[src/rtl/mm_draw_pkg.sv]
// ============================================================================
// Module : mm_draw_pkg
// Brief  : Shared state encoding and geometry constants for row drawing.
// Rev    : 1.0
// ============================================================================
`default_nettype none

package mm_draw_pkg;

    typedef enum logic [1:0] {
        IDLE = 2'd0,
        DRAW = 2'd1,
        DONE = 2'd2
    } state_t;

    localparam int         SQUARE_SIZE  = 20;
    localparam int         NUM_SLOTS    = 4;
    localparam int         NUM_ROWS     = 10;
    localparam logic [2:0] COLOUR_BLACK = 3'b000;

endpackage

`default_nettype wire

[src/rtl/square_scan.sv]
// ============================================================================
// Module : square_scan
// Brief  : Raster scan of one square: px fastest, then py, with last flag.
// Rev    : 1.0
// ============================================================================
`default_nettype none

module square_scan
    import mm_draw_pkg::*;
(
    input  logic       clock,
    input  logic       resetn,
    input  logic       clear,
    input  logic       enable,
    output logic [4:0] px,
    output logic [4:0] py,
    output logic       last
);

    localparam logic [4:0] LAST_IDX = 5'(SQUARE_SIZE - 1);

    always_ff @(posedge clock or negedge resetn) begin
        if (!resetn) begin
            px <= '0;
            py <= '0;
        end else if (clear) begin
            px <= '0;
            py <= '0;
        end else if (enable) begin
            if (px == LAST_IDX) begin
                px <= '0;
                py <= (py == LAST_IDX) ? 5'd0 : py + 5'd1;
            end else begin
                px <= px + 5'd1;
            end
        end
    end

    assign last = (px == LAST_IDX) && (py == LAST_IDX);

endmodule

`default_nettype wire

[src/rtl/row_draw_ctrl.sv]
// ============================================================================
// Module : row_draw_ctrl
// Brief  : Paints one guess row of four coloured squares through a VGA plotter.
// Rev    : 1.0
// ============================================================================
`default_nettype none

module row_draw_ctrl
    import mm_draw_pkg::*;
#(
    parameter int X_ORIGIN   = 10,
    parameter int Y_ORIGIN   = 10,
    parameter int SLOT_PITCH = 30,
    parameter int ROW_PITCH  = 24
) (
    input  logic        clock,
    input  logic        resetn,
    input  logic        start,
    input  logic        erase,
    input  logic [3:0]  row,
    input  logic [11:0] code,
    output logic        busy,
    output logic        plot,
    output logic [8:0]  x,
    output logic [7:0]  y,
    output logic [2:0]  colour,
    output logic        done,
    output logic        err
);

    state_t                      state;
    state_t                      next_state;
    logic [3:0]                  row_lat;
    logic [NUM_SLOTS-1:0][2:0]   code_lat;
    logic                        erase_lat;
    logic [1:0]                  slot;
    logic                        err_q;
    logic [4:0]                  px;
    logic [4:0]                  py;
    logic                        last_px;
    logic                        row_ok;
    logic                        accept;
    logic                        reject;
    logic                        last_slot;

    assign row_ok    = (row <= 4'(NUM_ROWS - 1));
    assign accept    = (state == IDLE) && start && row_ok;
    assign reject    = (state == IDLE) && start && !row_ok;
    assign last_slot = (slot == 2'(NUM_SLOTS - 1));

    square_scan u_scan (
        .clock  (clock),
        .resetn (resetn),
        .clear  (accept),
        .enable (state == DRAW),
        .px     (px),
        .py     (py),
        .last   (last_px)
    );

    always_ff @(posedge clock or negedge resetn) begin
        if (!resetn) begin
            state     <= IDLE;
            row_lat   <= '0;
            code_lat  <= '0;
            erase_lat <= 1'b0;
            slot      <= '0;
            err_q     <= 1'b0;
        end else begin
            state <= next_state;
            err_q <= reject;
            if (accept) begin
                row_lat   <= row;
                code_lat  <= code;
                erase_lat <= erase;
                slot      <= '0;
            end else if ((state == DRAW) && last_px) begin
                slot <= slot + 2'd1;
            end
        end
    end

    always_comb begin
        next_state = state;
        case (state)
            IDLE:    if (accept) next_state = DRAW;
            DRAW:    if (last_px && last_slot) next_state = DONE;
            DONE:    next_state = IDLE;
            default: next_state = IDLE;
        endcase
    end

    // Outputs decode straight from registered state so reset clears them at once.
    always_comb begin
        busy   = 1'b0;
        plot   = 1'b0;
        x      = '0;
        y      = '0;
        colour = '0;
        done   = (state == DONE);
        err    = err_q;
        if (state == DRAW) begin
            busy   = 1'b1;
            plot   = 1'b1;
            x      = 9'(10'(X_ORIGIN) + 10'(slot) * 10'(SLOT_PITCH) + 10'(px));
            y      = 8'(10'(Y_ORIGIN) + 10'(row_lat) * 10'(ROW_PITCH) + 10'(py));
            colour = erase_lat ? COLOUR_BLACK : code_lat[slot];
        end
    end

endmodule

`default_nettype wire

[config.mk]
export PLATFORM = sky130hd
export DESIGN_NAME = row_draw_ctrl
export DESIGN_NICKNAME = d
export VERILOG_FILES = /design/src/rtl/mm_draw_pkg.sv /design/src/rtl/square_scan.sv /design/src/rtl/row_draw_ctrl.sv
export SDC_FILE = /design/constraint.sdc
export NUM_CORES = 1
export LEC_CHECK = 0
export CAP_MARGIN = 10
export CORE_MARGIN = 8
export CORE_UTILIZATION = 50
export DETAILED_ROUTE_END_ITERATION = 10
export PLACE_DENSITY = 0.75
export SLEW_MARGIN = 20
export SYNTH_ARGS = -nofsm -noshare
export SYNTH_HDL_FRONTEND = slang
export SYNTH_SLANG_ARGS = --single-unit
[constraint.sdc]
create_clock -name clock -period 3.5 [get_ports clock]
set_clock_uncertainty 0.15 [all_clocks]
set_input_delay 0.7 -clock clock [delete_from_list [all_inputs] [get_ports clock]]
set_output_delay 0.7 -clock clock [all_outputs]
set_load 0.03 [all_outputs]
==> results of run 1 <==
-- metrics by stage --
stage               area (um^2)  setup TNS [ns]  hold slack (ns)
detailed placement         2570               0            0.307
global placement           2570               0            0.304
floorplan                  2100               0            0.254
CTS                        2670               0            0.324
global route               2690         -0.0355            0.357
finish                     2690               0            0.321
-- routing by layer --
metal / GRT usage [%] / part of all wire, %
met5: 0 / 0
met4: 3.93 / 0.66
met3: 4.30 / 4.2
met2: 22.9 / 47
met1: 18.5 / 48
-- layout make-up --
cell class	instances	share of cell area, %
Multi-Input combinational cell	169	44.1
Sequential cell	32	29.8
Timing Repair Buffer	48	16.8
Inverter	21	3.02
Clock buffer	6	2.70
Tap cell	50	2.33
Clock inverter	2	1.30
-- kinds of logic after synthesis --
family          Yosys count
mux                       5
xor+xnor                 11
other cells               1
buf+inv                  30
compound gates           29
fa+ha+maj                24
flops                    32
simple gates             99
-- power breakdown --
part | leakage [nW] | total [mW] | internal (mW) | switching, mW
Clock | 0.0552 | 0.345 | 0.211 | 0.134
Sequential | 0.406 | 0.370 | 0.370 | 0
Combinational | 0.872 | 0.0317 | 0.0195 | 0.0122
-- registers in the layout, indices dropped and copies added, names as in the netlist --
register	cells
code_lat	12
err	1
slot	2
u_scan.py	5
erase_lat	1
u_scan.px	5
row_lat	4
state	2
-- placed cells by master, fill, tap and decap left out, types with 2 or more instances in the layout --
master           Yosys  routed
fa_1                 2       2
and2_1               6       6
clkdlybuf4s50_1      0      34
buf_4                2      11
and3_2               3       3
a31oi_1              2       2
or3_1                2       2
nand3_1              6       6
o21ai_0              9       9
nor3_1               2       2
nand2_1             50      50
dfrtp_1             32      32
mux4_2               3       3
nor3b_1              3       3
inv_1               20      20
mux2i_1              2       2
clkbuf_8             0       5
a21oi_1             12      11
xnor2_1              5       5
ha_1                22      21
nor2_1              14      14
a21o_1               3       3
nor2b_1              2       2
xor2_1               5       5
dlygate4sd2_1        0       2
-- path summary, 6_finish.rpt --
kind | end | from | cells after the start | slack (ns)
worst max-delay path | y[7] | row_lat[1]$_DFFE_PN0P_ | 10 | 0.07
worst min-delay path | code_lat[6]$_DFFE_PN0P_ | code_lat[6]$_DFFE_PN0P_ | 2 | 0.32
worst max register to register | u_scan.py[3]$_DFFE_PN0P_ | state[1]$_DFFE_PN0P_ | 5 | 1.58
worst min register to register | code_lat[6]$_DFFE_PN0P_ | code_lat[6]$_DFFE_PN0P_ | 2 | 0.32
max in group asynchronous | code_lat[7]$_DFFE_PN0P_ | resetn | 2 | 2.23
min in group asynchronous | code_lat[3]$_DFFE_PN0P_ | resetn | 2 | 0.66
-- critical path: cells and delay by family, from the launching register on --
kind,cells,cell delay (ns)
buffers and inverters,3,0.28
XOR/XNOR,1,0.25
AND/OR/NAND/NOR,2,0.29
flip-flops,1,0.38
AO/OA/AOI/OAI,1,0.17
adder cells (fa/ha/maj),3,0.94
==> summary.txt, run 1 <==
Synthesis
  • Avg Inst Size Synth: 9.08 um^2
  • Simple-Gate Fraction of Synth Area: between 20% and 30%
  • Register bit total from synthesis: 32
  • Synth top area share: 38.2%
  • Predominant post-synthesis flop cell: dfrtp_1
  • Top cells by area, synth: dfrtp_1 (38%), ha_1 (13%), nand2_1 (8.9%)
  • Syn nets: ~280
  • Mapped cell area: around 2100 um^2
  • Most common cell in the netlist: nand2_1
  • Commonest cells in the netlist: nand2_1 (50), dfrtp_1 (32), ha_1 (22), inv_1 (20), nor2_1 (14)
  • Ys async rst share: between 90% and 100%
  • Post-synth EDFFs: 0
  • XOR/XNOR Fraction of Synth Area: 5.25%
  • Ys Warns: 0
  • Distinct cell type count after synthesis: around 40
  • Post-synthesis mux area share: 4.18%
  • Synth area leader: dfrtp_1
  • Largest family of logic cells by synthesized area: simple AND/OR/NAND/NOR gates
  • Mapped Cells: 231
  • Compound-Gate Fraction of Synth Area: roughly 7.9%
  • Post-synthesis adder-cell area fraction: roughly 15%
  • Sequential area share after synthesis: a little under two fifths

Critical path
  • WP data required: about 2.7 ns
  • CP Launch Type: flip-flop
  • WS Path Type: flip-flop to output pin
  • Cells along the critical path: ha_1, inv_1, fa_1, inv_1, ha_4, nand4b_1, a21oi_1, xnor3_1, and2_1, buf_4
  • CP Capture Type: output pin
  • Worst Path Max Fanout: 4
  • Most frequent CP cell: inv_1
  • Max incr delay on CP: around 0.48 ns
  • CP max-delay cell: fa_1
  • Data arrival, critical path: about 2.6 ns

Global routing
  • Vias in the first global route: approximately 1700
  • Antenna violations before repair: 0
  • Largest net degree at the start of global routing: 33
  • GRT overflow: 0
  • Global-route wire length before repair: between 7000 and 8000 um
  • Aggregate global-route resource usage: 14.4%

Clock tree
  • Hold_buf cts: 0
  • Max Root-Sink Buffers: 2
  • Root Buffer: clkbuf_8
  • Clock tree from TritonCTS: done
  • H-tree Lvls: 2
  • Clk sink count: 32
  • Clk_lat worst skew: between 0.2 and 0.3 ns
  • Worst-path clk slew: around 0.070 ns
  • Postcts setup bufs: 0
  • TritonCTS buffer count: 5
  • CTS resizes: 3

STA
  • Slew Limit Fails: 0
  • Slew margin rel.: between 50% and 60%
  • Final setup fails: 0
  • Final Worst Setup Slack: a little over 0.07 ns
  • Post-layout min period: ~3.4 ns
  • Maximum clock rate: between 0.2 and 0.3 GHz
  • Fin crit share: 98.0%
  • Hold Vio Cnt, Final: 0
  • Least-Margin Pin Slew: roughly 0.65 ns

Routing
  • Antenna Nets Post-Route: 0
  • Post-route DRC violation count: 0
  • Initial DRC Count: 85
  • Detailed-route via count: about 1700
  • Drt wl/cell: between 10 and 15 um
  • Via density: just over 5
  • Drt total wl: about 4400 um
  • Drt first pass iters: 5

Pwr
  • Pwr Total: around 750 uW
  • PD cells: 278 nW/um^2
  • VDD IR max: around 0.26 mV
  • Static leakage: roughly 1.3 nW

Final layout
  • Ratio of cells with drive above 1 in the final layout: between 10% and 20%
  • NumNets Final: about 320
  • Fill count: about 340
  • Non-Filler Instances: ~330
  • # diodes: 0
  • Seq. cell area: roughly 800 um^2
  • Area of the multi-input gates: 1190 um^2
  • Area Overhead vs Synth: 28.2%
  • Finished Core Util: between 60% and 70%

Floorplanning
  • Initial Util: about 52%
  • Die X: between 80 and 90 um
  • Die H: slightly above 80 um
  • Core box area: 4030 um^2
  • Site Rows: 23
  • # IOs: 44
  • Die area: between 6000 and 7000 um^2

Worst hold path
  • Hold Crit Class: flip-flop to flip-flop

Status
  • Outcome: completed

Placed design
  • Dpl cells: between 300 and 400
  • Port-buffer cells: 42
  • Pre-CTS setup slack: 0.152 ns
  • Post-DP HPWL: roughly 3400 um
  • Global placement routability congestion: 0.860

Job
  • Max_cap viols: 0
(Power assumes the default switching activity.)
==> run 2: changes to the inputs <==
PLACE_DENSITY = 0.84   (was 0.75)
==> run 2 against run 1 <==
Effect of this change: core utilization stayed put; clock-buffer cell count stayed put; first-iteration DRC count is 62% higher; die area stayed put; non-clock buffer count is 3 higher; combinational power hardly changed; via count is 2.2% higher; fmax is 0.78% higher; largest cell class unchanged; clock power is 25% lower; sequential cell count stayed put; final cell count is 0.61% higher; sequential power hardly changed; largest power group unchanged.
==> summary.txt, run 2 (synthesis results as in run 1) <==
Floorplanning
  • Initial Util: between 50% and 60%
  • # IOs: 44
  • Core box area: between 4000 and 5000 um^2
  • Die area: 6520 um^2
  • Die H: between 80 and 90 um
  • Die X: ~81 um
  • Site Rows: 23

Global routing
  • GRT overflow: 0
  • Global-route wire length before repair: ~8000 um
  • Antenna violations before repair: 0
  • Largest net degree at the start of global routing: 33
  • Vias in the first global route: around 1800
  • Aggregate global-route resource usage: around 15%

STA
  • Final setup fails: 0
  • Hold_ws: roughly 0.32 ns
  • RSZ-0062 raised after global routing: true
  • Slew Limit Fails: 0
  • Least-Margin Pin Slew: between 0.6 and 0.7 ns
  • Maximum clock rate: approximately 0.29 GHz
  • Hold Vio Cnt, Final: 0
  • Slew margin rel.: 57.7%
  • Fin crit share: 97.2%
  • Post-layout min period: roughly 3.4 ns
  • Final Worst Setup Slack: between 0.09 and 0.1 ns

Routing
  • Via density: 5.28
  • Detailed-route via count: between 1500 and 2000
  • Antenna Nets Post-Route: 0
  • Detail Route met2 WL: around 2300 um
  • Drt wl/cell: between 10 and 15 um
  • Post-route DRC violation count: 0
  • Initial DRC Count: 138
  • Wire length on met1: slightly below 2000 um
  • Met3 wire length: between 200 and 300 um
  • Drt first pass iters: 4
  • Drt total wl: about 4600 um
  • Highest Signal Layer: met4

Final layout
  • Largest reg by FF count: code_lat
  • # diodes: 0
  • Max reg flops: 12
  • Ratio of cells with drive above 1 in the final layout: a little over an eighth
  • Commonest non-fill, non-tap cell in the layout: nand2_1
  • Commonest non-fill, non-tap cells in the layout: nand2_1 (50), clkdlybuf4s50_1 (34), dfrtp_1 (32)
  • Area Overhead vs Synth: 28.2%
  • Final instance area: around 2700 um^2
  • Largest regs: code_lat x12, u_scan.px x5, u_scan.py x5
  • NumNets Final: between 300 and 400

Worst hold path
  • Hold Crit Class: flip-flop to flip-flop
  • Worst Hold End: code_lat[10]$_DFFE_PN0P_
  • Hold depth: 2
  • Worst hold path startpoint: code_lat[10]$_DFFE_PN0P_

Clock tree
  • Clk sink count: 32
  • TritonCTS buffer count: 5
  • Worst-path clk slew: roughly 0.06 ns
  • Clk_lat worst skew: around 0.28 ns
  • Root Buffer: clkbuf_8
  • Max Root-Sink Buffers: 2
  • Clock tree from TritonCTS: done
  • H-tree Lvls: 2

Critical path
  • Data arrival, critical path: 2.55 ns
  • CP Capture Type: output pin
  • Worst reg2reg path depth: 5
  • Worst Path Max Fanout: 4
  • WP data required: 2.65 ns
  • WS Path Type: flip-flop to output pin
  • CP Launch Type: flip-flop
  • Worst reg2reg setup slack: 1.59 ns
  • Reg2reg start: u_scan.px[0]$_DFFE_PN0P_
  • Worst r2r dst: u_scan.py[3]$_DFFE_PN0P_

Pwr
  • Static leakage: 1.33 nW
  • NetSw: 136 uW
  • Flop pwr share: between 50% and 60%
  • Switching share of power: between 20% and 30%
  • PD cells: ~250 nW/um^2
  • Pwr Total: 660 uW
  • P_int: 524 uW
  • Combinational share of power: around 4.8%
  • Clock power frac: slightly below 40%
  • VDD IR max: between 0.2 and 0.25 mV

Placed design
  • Global placement routability congestion: approximately 0.83
  • Pre-CTS setup slack: around 0.097 ns
  • Placed inst area: about 2600 um^2
  • Port-buffer cells: 42
  • Post-DP HPWL: around 3500 um

Status
  • Outcome: completed

Job
  • Max_cap viols: 0
-- run 2: final cells by class --
class / count / area, um^2
fill: 321 / 1340
multi-input combinational: 169 / 1190
sequential: 32 / 801
timing repair buffer: 51 / 472
inverter: 21 / 81.3
clock buffer: 6 / 72.6
tap: 50 / 62.6
clock inverter: 1 / 5.00
-- run 2: power groups by stage --
| stage | Clock, mW | Sequential [mW] | Combinational [mW] |
|---|---|---|---|
| 6_report | 0.259 | 0.370 | 0.0315 |
| 3_5_place_dp | 0 | 0.377 | 0.0318 |
| 5_1_grt | 0.286 | 0.370 | 0.0352 |
| 4_1_cts | 0.263 | 0.370 | 0.0320 |
| 3_3_place_gp | 0 | 0.377 | 0.0319 |
| 2_1_floorplan | 0 | 0.377 | 0.00305 |
-- run 2: timing repair --
action	4_1_cts	5_1_grt
hold buffers	0	0
buffers inserted	0	3
resized for setup	3	10
endpoints found under the setup margin	3	3
pin swaps	0	4
-- run 2: worst max path at each step --
| stage | from | endpoint | cells after the start |
|---|---|---|---|
| finish | row_lat[1]$_DFFE_PN0P_ | y[7] | 10 |
| global route | row_lat[1]$_DFFE_PN0P_ | y[7] | 10 |
| CTS | row_lat[1]$_DFFE_PN0P_ | y[7] | 10 |
| detailed placement | slot[0]$_DFFE_PN0P_ | x[7] | 10 |
| global placement | row_lat[1]$_DFFE_PN0P_ | y[6] | 8 |
| floorplan | slot[0]$_DFFE_PN0P_ | x[6] | 10 |
-- run 2: layer usage --
metal | vias up | track usage, %
li1 | 861 | -
met1 | 826 | 18.0
met2 | 48 | 25.7
met3 | 7 | 3.75
met4 | 0 | 4.82
met5 | - | 0
-- run 2: stage by stage --
stage | util (%) | cells | TNS (ns)
6_report | 66.7 | 330 | 0
5_1_grt | 66.7 | 330 | -0.0211
4_1_cts | 65.6 | 327 | 0
3_5_place_dp | 63.7 | 320 | 0
3_3_place_gp | 63.7 | 320 | 0
2_1_floorplan | - | 231 | 0
-- run 2: worst max-delay path, cell delays in order, from the launching register on --
cell,delay (ns)
dfrtp_1,0.37
ha_2,0.20
inv_2,0.04
fa_1,0.52
inv_2,0.05
ha_4,0.27
nand4b_1,0.13
a21oi_2,0.16
xnor3_1,0.23
and2_4,0.17
buf_6,0.13
